`config.mk`:
```
export PLATFORM = sky130hd
export DESIGN_NAME = cgol_rowmem_flat
export DESIGN_NICKNAME = d
export VERILOG_FILES = /design/src/rtl/cgol_rowmem_if.sv /design/src/rtl/cgol_rowmem.sv /design/src/flat_wrapper.sv
export SDC_FILE = /design/constraint.sdc
export NUM_CORES = 1
export LEC_CHECK = 0
export CELL_PAD_IN_SITES_DETAIL_PLACEMENT = 0
export CELL_PAD_IN_SITES_GLOBAL_PLACEMENT = 1
export CORE_MARGIN = 2
export CORE_UTILIZATION = 43
export CTS_BUF_LIST = sky130_fd_sc_hd__clkbuf_8
export DETAILED_ROUTE_END_ITERATION = 12
export PLACE_DENSITY_LB_ADDON = 0.2
export SYNTH_ARGS = -nofsm -noshare
export SYNTH_HDL_FRONTEND = slang
export SYNTH_SLANG_ARGS = --single-unit
```
`constraint.sdc`:
```
create_clock -name ph1 -period 1.6 [get_ports ph1]
set_input_delay 0.16 -clock ph1 [delete_from_list [all_inputs] [get_ports ph1]]
set_output_delay 0.16 -clock ph1 [all_outputs]
set_load 0.1 [all_outputs]
```
`src/rtl/cgol_rowmem_if.sv`:
```
// Access, load and swap bus between the generation controller and the two-bank row memory.
// The master drives requests; the slave returns read data and bank/generation status.
interface cgol_rowmem_if #(
    parameter int unsigned WIDTH = 8
);
    logic [2:0]       addr;
    logic             RWSelect;
    logic             en;
    logic [WIDTH-1:0] wdata;
    logic             load;
    logic [WIDTH-1:0] ldata;
    logic             swap;
    logic [WIDTH-1:0] rdata;
    logic             rvalid;
    logic             bank;
    logic [7:0]       gen;

    modport master (
        output addr, RWSelect, en, wdata, load, ldata, swap,
        input  rdata, rvalid, bank, gen
    );

    modport slave (
        input  addr, RWSelect, en, wdata, load, ldata, swap,
        output rdata, rvalid, bank, gen
    );
endinterface

```
`src/rtl/cgol_rowmem.sv`:
```
// Double-buffered Game-of-Life row store: reads and loads use the current bank,
// writes fill the next bank, and swap exchanges the two while counting generations.
module cgol_rowmem #(
    parameter int unsigned WIDTH = 8
) (
    input  logic               ph1,
    input  logic               reset,
    cgol_rowmem_if.slave       bus
);
    logic [WIDTH-1:0] mem_q [2][8];
    logic [WIDTH-1:0] mem_d [2][8];
    logic [WIDTH-1:0] rdata_q, rdata_d;
    logic             rvalid_q, rvalid_d;
    logic             bank_q, bank_d;
    logic [7:0]       gen_q, gen_d;

    logic             next_bank;
    logic             rd_access;
    logic             wr_access;

    assign next_bank = ~bank_q;
    // Load wins over any en access in the same cycle; that access is dropped.
    assign rd_access = bus.en & bus.RWSelect & ~bus.load;
    assign wr_access = bus.en & ~bus.RWSelect & ~bus.load;

    always_comb begin
        mem_d    = mem_q;
        rdata_d  = rdata_q;
        rvalid_d = 1'b0;
        bank_d   = bank_q;
        gen_d    = gen_q;

        if (bus.load) begin
            mem_d[bank_q][bus.addr] = bus.ldata;
        end
        if (wr_access) begin
            mem_d[next_bank][bus.addr] = bus.wdata;
        end
        if (rd_access) begin
            rdata_d  = mem_q[bank_q][bus.addr];
            rvalid_d = 1'b1;
        end

        // Bank indices above are pre-swap, so same-cycle accesses see the old roles.
        if (bus.swap) begin
            bank_d = next_bank;
            gen_d  = gen_q + 8'd1;
        end
    end

    always_ff @(posedge ph1) begin
        if (reset) begin
            mem_q    <= '{default: '0};
            rdata_q  <= '0;
            rvalid_q <= 1'b0;
            bank_q   <= 1'b0;
            gen_q    <= '0;
        end else begin
            mem_q    <= mem_d;
            rdata_q  <= rdata_d;
            rvalid_q <= rvalid_d;
            bank_q   <= bank_d;
            gen_q    <= gen_d;
        end
    end

    assign bus.rdata  = rdata_q;
    assign bus.rvalid = rvalid_q;
    assign bus.bank   = bank_q;
    assign bus.gen    = gen_q;
endmodule

```
`src/flat_wrapper.sv`:
```
// flat-port wrapper written by rule: the top's interface ports become plain ports
module cgol_rowmem_flat 
#(
    parameter int unsigned WIDTH = 8
)
  (ph1, reset, bus_addr, bus_RWSelect, bus_en, bus_wdata, bus_load, bus_ldata, bus_swap, bus_rdata, bus_rvalid, bus_bank, bus_gen);
  cgol_rowmem_if #(.WIDTH(WIDTH)) bus_i ();
  input  logic ph1;
  input  logic reset;
  input wire logic [$bits(bus_i.addr)-1:0] bus_addr;
  input wire logic [$bits(bus_i.RWSelect)-1:0] bus_RWSelect;
  input wire logic [$bits(bus_i.en)-1:0] bus_en;
  input wire logic [$bits(bus_i.wdata)-1:0] bus_wdata;
  input wire logic [$bits(bus_i.load)-1:0] bus_load;
  input wire logic [$bits(bus_i.ldata)-1:0] bus_ldata;
  input wire logic [$bits(bus_i.swap)-1:0] bus_swap;
  output wire logic [$bits(bus_i.rdata)-1:0] bus_rdata;
  output wire logic [$bits(bus_i.rvalid)-1:0] bus_rvalid;
  output wire logic [$bits(bus_i.bank)-1:0] bus_bank;
  output wire logic [$bits(bus_i.gen)-1:0] bus_gen;
  assign bus_i.addr = bus_addr;
  assign bus_i.RWSelect = bus_RWSelect;
  assign bus_i.en = bus_en;
  assign bus_i.wdata = bus_wdata;
  assign bus_i.load = bus_load;
  assign bus_i.ldata = bus_ldata;
  assign bus_i.swap = bus_swap;
  assign bus_rdata = bus_i.rdata;
  assign bus_rvalid = bus_i.rvalid;
  assign bus_bank = bus_i.bank;
  assign bus_gen = bus_i.gen;
  cgol_rowmem #(.WIDTH(WIDTH)) u_core (.ph1(ph1), .reset(reset), .bus(bus_i));
endmodule
```
; ---- Word-level counts from Yosys, hierarchy flattened
; Index checks and enable logic that the tools add are counted.
[totals]
ff_bits = 146
[op_classes]
muxes = 17
n_lt_le_gt_ge = 6
bitwise_logic = 10
n_reduce_logical = 3
n_addsub = 1
[ops]
columns = cell, n
row1 = $mux 64, 5
row2 = $bwmux 128, 2
row3 = $mux 128, 2
row4 = $demux 64 s1, 2
row5 = $bmux 8 s3, 1
row6 = $demux 8 s3, 1
row7 = $mux 8, 3
row8 = $add 8x1->8 const B, 1
row9 = $and 1x1->1, 4
row10 = $ge 2x2->1 const B, 2
row11 = $ge 4x4->1 const B, 1
row12 = $lt 2x1->1 const B, 2
row13 = $lt 4x1->1 const B, 1
row14 = $not 1->2, 2
row15 = $not 3->4, 1
row16 = $logic_and 1x1->1, 3
row17 = $not 1->1, 3
row18 = $mux 1, 1

; ---- Depth between registers and ports, before layout
; Gate-level depths: netlist of run 1.
[depth]
depth_word = 11
ltp_mapped = 8
mapped_depth_nobuf = 4

; ---- Worst setup path after synthesis of run 1
; Ideal clock, no wire load.
[synth_path]
path_kind = register to register
start = reg u_core.bank_q (netlist: u_core.bus.bank)
end = reg u_core.rdata_q[7] (netlist: u_core.bus.rdata[7])
path_buffers = 3
path_stages_with_launch = 7
synth_period_minus_slack_ns = 2.356
path_slack_ns = -0.756
arrival_time_ns = 2.222
setup_ns = 0.134
cell_sequence = dfxtp_1 > buf_6 > buf_6 > buf_2 > mux4_2 > a211oi_1 > a311oi_1
[synth_via]
elab_chain_cells = 7
[synth_lines]
columns = item, line_no
row1 = start: declaration, cgol_rowmem.sv:14  ; logic bank_q, bank_d;
row2 = start signal: assignment, cgol_rowmem.sv:62  ; bank_q <= bank_d;
row3 = $not 1->2 (implied by the code), cgol_rowmem.sv:40  ; rdata_d = mem_q[bank_q][bus.addr];
row4 = $mux 64 (implied by the code) (3 in a row), cgol_rowmem.sv:40
row5 = $bmux 8 s3, cgol_rowmem.sv:40
row6 = $mux 8 (implied by the code) (2 in a row), cgol_rowmem.sv:40
row7 = end signal: assignment, cgol_rowmem.sv:60  ; rdata_q <= rdata_d;
row8 = end: declaration, cgol_rowmem.sv:12  ; logic [WIDTH-1:0] rdata_q, rdata_d;
; Every way passes these cells. The select of a mux whose other input is x is not followed.
; A chain may end at the register's enable or synchronous reset.

; ---- Final worst setup path of run 1
[layout_path]
start = reg u_core.bank_q (netlist: u_core.bus.bank)
end = reg u_core.mem_q[6] (netlist bit)
[layout_via]
elab_chain_cells = 9
[layout_lines]
columns = item, line_no
row1 = $not 1->2 (implied by the code), cgol_rowmem.sv:34  ; mem_d[bank_q][bus.addr] = bus.ldata;
row2 = $ge 2x2->1 (implied by the code) / $lt 2x1->1 (equally long branches), cgol_rowmem.sv:34
row3 = $logic_and 1x1->1 (implied by the code), cgol_rowmem.sv:34
row4 = $mux 64 (implied by the code), cgol_rowmem.sv:34
row5 = $demux 64 s1, cgol_rowmem.sv:34
row6 = $bwmux 128, cgol_rowmem.sv:34
row7 = $mux 128, cgol_rowmem.sv:33  ; if (bus.load) begin
row8 = $bwmux 128, cgol_rowmem.sv:37  ; mem_d[next_bank][bus.addr] = bus.wdata;
row9 = $mux 128 (*), cgol_rowmem.sv:36  ; if (wr_access) begin
row10 = end signal: assignment, cgol_rowmem.sv:59  ; mem_q <= mem_d;
row11 = end: declaration, cgol_rowmem.sv:10  ; logic [WIDTH-1:0] mem_q [2][8];
; Mark *: on every way between the ends. The rest lies on a longest branch, timed or not.

==> flow_metrics.env, run 1 <==
export IMPL_ys_warn_count=0
export IMPL_ys_types=41
export IMPL_die_h_um=136.8
export IMPL_period_share_pct=110.1
export IMPL_netlist_top_cells_area="dfxtp_1 39%, a311oi_1 11%, mux2i_1 8.1%"
export IMPL_vias_per_cell=6.546
export IMPL_synth_edf_count=0
export IMPL_crit_path_end_kind="flop"
export IMPL_ys_ff_latch=146
export IMPL_max_stage_delay_ps=400
export IMPL_worstPathMaxFanout=16
export IMPL_final_setup_worst_slack_ps=-160.9
export IMPL_dieArea_um2=18710
export IMPL_fin_setup_tns_ps=-11920
export IMPL_io_pins=43
export IMPL_critPathArrivalTime_ps=2070
export IMPL_clkSinkCount=146
export IMPL_place_hpwl_um=18760
export IMPL_place_port_buffers=42
export IMPL_fp_row_count=48
export IMPL_clkTransAtPathRegs_ps=90
export IMPL_ys_flop_type="dfxtp_1"
export IMPL_nets=1035
export IMPL_min_period_ps=1761
export IMPL_antenna_found_initial=0
export IMPL_avgSynthCellArea_um2=8.502
export IMPL_cts_max_level=4
export IMPL_crit_type="flop to flop"
export IMPL_coreArea_um2=17300
export IMPL_drt_wirelength_per_cell_um=25.26
export IMPL_start_util_pct=43.84
export IMPL_gp_congestion=0.9178
export IMPL_irDropWorstVdd_mv=0.7044
export IMPL_clockBufferDepth=2
export IMPL_violations="negative setup slack"
export IMPL_ctsHoldBuffers=0
export IMPL_synth_top_cell_by_area="dfxtp_1"
export IMPL_rsz0062_at_grt="yes"
export IMPL_grt_pass1_vias=8210
export IMPL_required_ps=1900
export IMPL_route_vias_total=8163
export IMPL_hold_viol_final=0
export IMPL_numCtsBuffers=17
export IMPL_critical_path_top_delay_family="buffers and inverters"
export IMPL_synth_cells=892
export IMPL_grt_usage_pct=33.46
export IMPL_cts_tree="done"
export IMPL_drv_slew=0
export IMPL_die_x_um=136.8
export IMPL_antenna_cells=0
export IMPL_fin_cells=1247
export IMPL_max_cap_viol_count=0
export IMPL_drtIter0Drc=941
export IMPL_cp_buffers_inverters=4
export IMPL_startpoint_type="flop"
export IMPL_worstHoldPathType="input port to flop"
export IMPL_async_flop_share_pct=0
export IMPL_remaining_drc_errors=0
export IMPL_clock_latency_ps=460
export IMPL_final_util_pct=69.68
export IMPL_overflow=0
export IMPL_finalSetupViolCount=134
export IMPL_grt_pass1_wl_um=46570
export IMPL_placed_cells=1192
export IMPL_static_leakage_power_nw=3.829
export IMPL_syn_nets=918
export IMPL_worst_clock_skew_ps=10.67
export IMPL_synthesis_area_um2=7584
export IMPL_cp_slowest_cell="dfxtp_4"
export IMPL_yosysSeqAreaShare_pct=38.54
export IMPL_syn2layout_area_growth_pct=58.92
export IMPL_grt_max_degree=46
export IMPL_fmax_mhz=567.9
export IMPL_max_slew_margin_rel_pct=45.52
export IMPL_crit_path_cell_trace="buf_6 -> buf_12 -> nor4b_4 -> buf_6 -> nand3_2 -> buf_12 -> nor2_2 -> a311oi_2"
export IMPL_power_density_nw_per_um2=748.7
export IMPL_p_total_mw=9.023
export IMPL_drive_above_1_share_pct=50.39
export IMPL_synth_top_cell_area_share_pct=38.54
export IMPL_max_slew_worst_pin_slew_ps=817.2
export IMPL_drt_pass1_iter_count=5
export IMPL_ant_nets=0
export IMPL_wirelength_um=31500
export IMPL_status="finished, violations left"
export IMPL_root_buffer="clkbuf_8"
==> where the power goes <==
| group | internal, mW | switching, mW |
|---|---|---|
| clock network | 1.87 | 1.59 |
| registers | 3.72 | 0.0798 |
| logic | 0.737 | 1.02 |
| total | 6.33 | 2.69 |
==> layout by cell type (no fill, tap or decap), types with 4 or more instances in the layout <==
cell type / instances
nand2_4: 4
dfxtp_2: 6
clkbuf_8: 17
nor2_2: 55
buf_8: 6
buf_4: 79
nor2_1: 43
nand3b_1: 5
a311oi_1: 16
nand3_2: 7
o22ai_1: 9
a311oi_2: 74
dfxtp_1: 139
mux2i_2: 8
nand2_2: 5
buf_12: 61
nand2_8: 16
bufinv_16: 5
xor2_1: 4
mux4_2: 21
o21ai_0: 68
clkdlybuf4s50_1: 22
nand2_1: 95
nor2_4: 60
a211oi_1: 5
nand3_1: 19
mux2i_1: 51
a211oi_2: 41
buf_6: 15
==> per-layer routing <==
metal | GRT usage (%) | part of all wire, %
met1 | 42.97 | 41
met2 | 53.06 | 47
met3 | 7.556 | 7.7
met4 | 16.55 | 4.3
met5 | 0 | 0
==> through the flow <==
stage	cell area [µm²]	setup slack, ps	hold slack (ps)
2_1_floorplan	7823	-234.0	330.2
5_1_grt	12050	-216.2	317.1
3_5_place_dp	9608	-501.6	469.4
3_3_place_gp	9608	-409.3	466.9
4_1_cts	11460	-149.3	279.2
6_report	12050	-160.9	302.6
==> flip-flops by register name, indices dropped and copies added (netlist names) <==
name,cells
u_core.mem_q,128
u_core.bus.gen,8
u_core.bus.rdata,8
u_core.bus.bank,1
u_core.bus.rvalid,1
==> cells by family (layout without fill, tap and decap cells) <==
kind of cell	count (synthesis)	in the layout	synth area share (%)
compound gates	224	224	21.22
flops	146	146	38.54
buf+inv	95	218	5.511
simple gates	335	342	19.14
xor+xnor	6	6	0.6929
fa+ha+maj	1	1	0.1650
mux	85	85	14.73
==> final cells by class <==
cell class / count / area, µm²
Multi-Input combinational cell: 658 / 6022
Fill cell: 1259 / 5245
Sequential cell: 146 / 2934
Timing Repair Buffer: 186 / 2351
Tap cell: 225 / 281.5
Clock buffer: 17 / 234.0
Clock inverter: 15 / 229.0
==> cells in the mapped netlist (4+ instances only) <==
cell / n
o22ai_1: 9
mux2i_1: 61
a311oi_1: 91
buf_1: 12
nor2_1: 155
a211oi_1: 48
buf_2: 19
nor2b_1: 4
xor2_1: 4
mux4_2: 21
nand3b_1: 5
nand2_1: 114
clkbuf_1: 57
nand3_1: 26
dfxtp_1: 146
o21ai_0: 68
buf_4: 4
and3b_1: 4
==> worst register-to-register path: stages, from the launching register on <==
cell,delay [ps]
dfxtp_4,400
buf_6,150
buf_12,120
nor4b_4,280
buf_6,200
nand3_2,110
buf_12,190
nor2_2,110
a311oi_2,60
==> worst paths after layout <==
kind / from / to / slack (ps) / cells after the start
worst max-delay path: u_core.bus.bank / u_core.mem_q[6] / -160 / 8
worst min-delay path: reset / u_core.mem_q[89] / 300 / 2
worst max register to register: u_core.bus.bank / u_core.mem_q[6] / -160 / 8
worst min register to register: u_core.mem_q[119] / u_core.mem_q[119] / 510 / 2
==> what timing repair did <==
action / in CTS / in global routing
gates cloned: 12 / 1
pin swaps: 7 / 30
buffers inserted: 8 / 3
resized for setup: 265 / 119
endpoints found under the hold margin: 0 / 0
setup endpoints to repair: 136 / 135
(Power assumes the default switching activity.)
==> inputs of run 2 (changes only) <==
Settings changed: CORE_ASPECT_RATIO set to 0.5.
==> flow_metrics.env, run 2 (same netlist as run 1, synthesis figures left out) <==
export IMPL_antenna_cells=0
export IMPL_worstHoldPathType="input port to flop"
export IMPL_cts_tree="done"
export IMPL_worst_clock_skew_ps=15.14
export IMPL_overflow=0
export IMPL_p_comb_share_pct=18.6
export IMPL_fmax_mhz=554.0
export IMPL_worstPathMaxFanout=5
export IMPL_use_met2_pct=45.65
export IMPL_die_h_um=97.91
export IMPL_required_ps=1950
export IMPL_min_period_ps=1805
export IMPL_critical_path_top_delay_family="multiplexers"
export IMPL_remaining_drc_errors=0
export IMPL_final_setup_worst_slack_ps=-205.0
export IMPL_busiest_layer="met2"
export IMPL_die_x_um=191.8
export IMPL_numCtsBuffers=17
export IMPL_max_cap_viol_count=0
export IMPL_pwr_share_seq_pct=41.7
export IMPL_grt_pass1_vias=7413
export IMPL_hold_viol_final=0
export IMPL_fp_row_count=34
export IMPL_max_stage_delay_ps=550
export IMPL_regMostFlops="u_core.mem_q"
export IMPL_violations="negative setup slack"
export IMPL_route_vias_total=7830
export IMPL_largest_register_ffs=128
export IMPL_clock_latency_ps=470
export IMPL_layout_commonest_cell="dfxtp_1"
export IMPL_cts_max_level=4
export IMPL_cp_buffers_inverters=1
export IMPL_gp_congestion=0.9352
export IMPL_max_slew_worst_pin_slew_ps=462.4
export IMPL_drtIter0Drc=577
export IMPL_coreArea_um2=17310
export IMPL_drv_slew=0
export IMPL_critPathArrivalTime_ps=2150
export IMPL_crit_type="flop to flop"
export IMPL_max_slew_margin_rel_pct=69.18
export IMPL_worst_hold_slack_ps=175.2
export IMPL_drt_wirelength_per_cell_um=23.19
export IMPL_rsz0062_at_grt="yes"
export IMPL_switchingPower_mw=2.586
export IMPL_crit_path_end_kind="flop"
export IMPL_grt_pass1_wl_um=43150
export IMPL_finalSetupViolCount=119
export IMPL_crit_path_cell_trace="buf_12 -> mux4_2 -> a22o_1 -> nor4_1 -> nor3_1"
export IMPL_met1_usage_pct=43.33
export IMPL_syn2layout_area_growth_pct=51.64
export IMPL_pwr_share_clk_pct=39.7
export IMPL_dieArea_um2=18780
export IMPL_drt_pass1_iter_count=5
export IMPL_nets=1043
export IMPL_vias_per_cell=6.195
export IMPL_static_leakage_power_nw=3.878
export IMPL_final_cell_mix="139 x dfxtp_1, 96 x nand2_1, 94 x buf_4"
export IMPL_io_pins=43
export IMPL_period_share_pct=112.8
export IMPL_clkSinkCount=146
export IMPL_p_int_mw=6.522
export IMPL_place_port_buffers=42
export IMPL_p_sw_share_pct=28.39
export IMPL_drive_above_1_share_pct=44.66
export IMPL_power_density_nw_per_um2=792.0
export IMPL_clockBufferDepth=2
export IMPL_start_util_pct=43.80
export IMPL_antenna_found_initial=1
export IMPL_grt_max_degree=62
export IMPL_root_buffer="clkbuf_8"
export IMPL_irDropWorstVdd_mv=0.5101
export IMPL_cp_slowest_cell="mux4_2"
export IMPL_ctsHoldBuffers=0
export IMPL_ant_nets=0
export IMPL_use_met3_pct=7.045
export IMPL_wirelength_um=29320
export IMPL_status="finished, violations left"
export IMPL_clkTransAtPathRegs_ps=90
export IMPL_final_util_pct=66.42
export IMPL_fin_setup_tns_ps=-5264
export IMPL_grt_usage_pct=30.54
export IMPL_startpoint_type="flop"
export IMPL_place_hpwl_um=18470
-- run 2: cell types whose count changed in the layout (fill, tap and decap cells not counted), sizes merged --
cell,change
buf,+10
bufinv,+1
clkbuf,+4
clkdlybuf4s50,-1
dlymetal6s2s,+1
inv,-2
nand2,-5
-- run 2: timing repair --
item,in CTS,in global routing
gates cloned,1,6
buffers inserted,8,14
setup endpoints to repair,136,137
pin swaps,6,16
resized for setup,47,198
-- run 2: final timing paths --
path	slack [ps]	to	depth (start not counted)	start
min reg2reg	500	u_core.mem_q[114]	2	u_core.mem_q[114]
max	-200	u_core.bus.rdata[1]	5	u_core.bus.bank
min	180	u_core.mem_q[87]	2	reset
max reg2reg	-200	u_core.bus.rdata[1]	5	u_core.bus.bank
-- run 2: cell type report --
type	instances	area [µm²]
repair buffers	199	2419
clock buffers	18	247.7
multi-input cells	653	5371
flip-flops and latches	146	2934
well taps	234	292.8
fillers	1356	5814
clock inverters	14	235.2
-- run 2: power groups by stage --
| stage | Sequential, mW | Combinational [mW] | Clock [mW] |
|---|---|---|---|
| after CTS | 3.79 | 1.48 | 3.61 |
| after detailed placement | 3.89 | 1.37 | 0 |
| after floorplan | 3.97 | 0.595 | 0 |
| after global routing | 3.80 | 1.76 | 3.80 |
| after global placement | 3.89 | 1.36 | 0 |
| final | 3.80 | 1.69 | 3.62 |
-- run 2: layer usage --
| metal | up-vias | share of wire, % |
|---|---|---|
| li1 | 3539 | - |
| met1 | 3888 | 44 |
| met2 | 345 | 44 |
| met3 | 58 | 9.0 |
| met4 | 0 | 2.5 |
| met5 | - | 0 |
-- run 2: per-stage QoR --
stage / worst slack (ps) / instance area, µm² / power, mW / cells
finish: -205.0 / 11500 / 9.107 / 1264
global route: -199.4 / 11500 / 9.364 / 1264
CTS: -151.0 / 10450 / 8.886 / 1246
detailed placement: -604.4 / 9637 / 5.256 / 1205
global placement: -613.0 / 9637 / 5.250 / 1205
floorplan: -234.0 / 7823 / 4.566 / 892
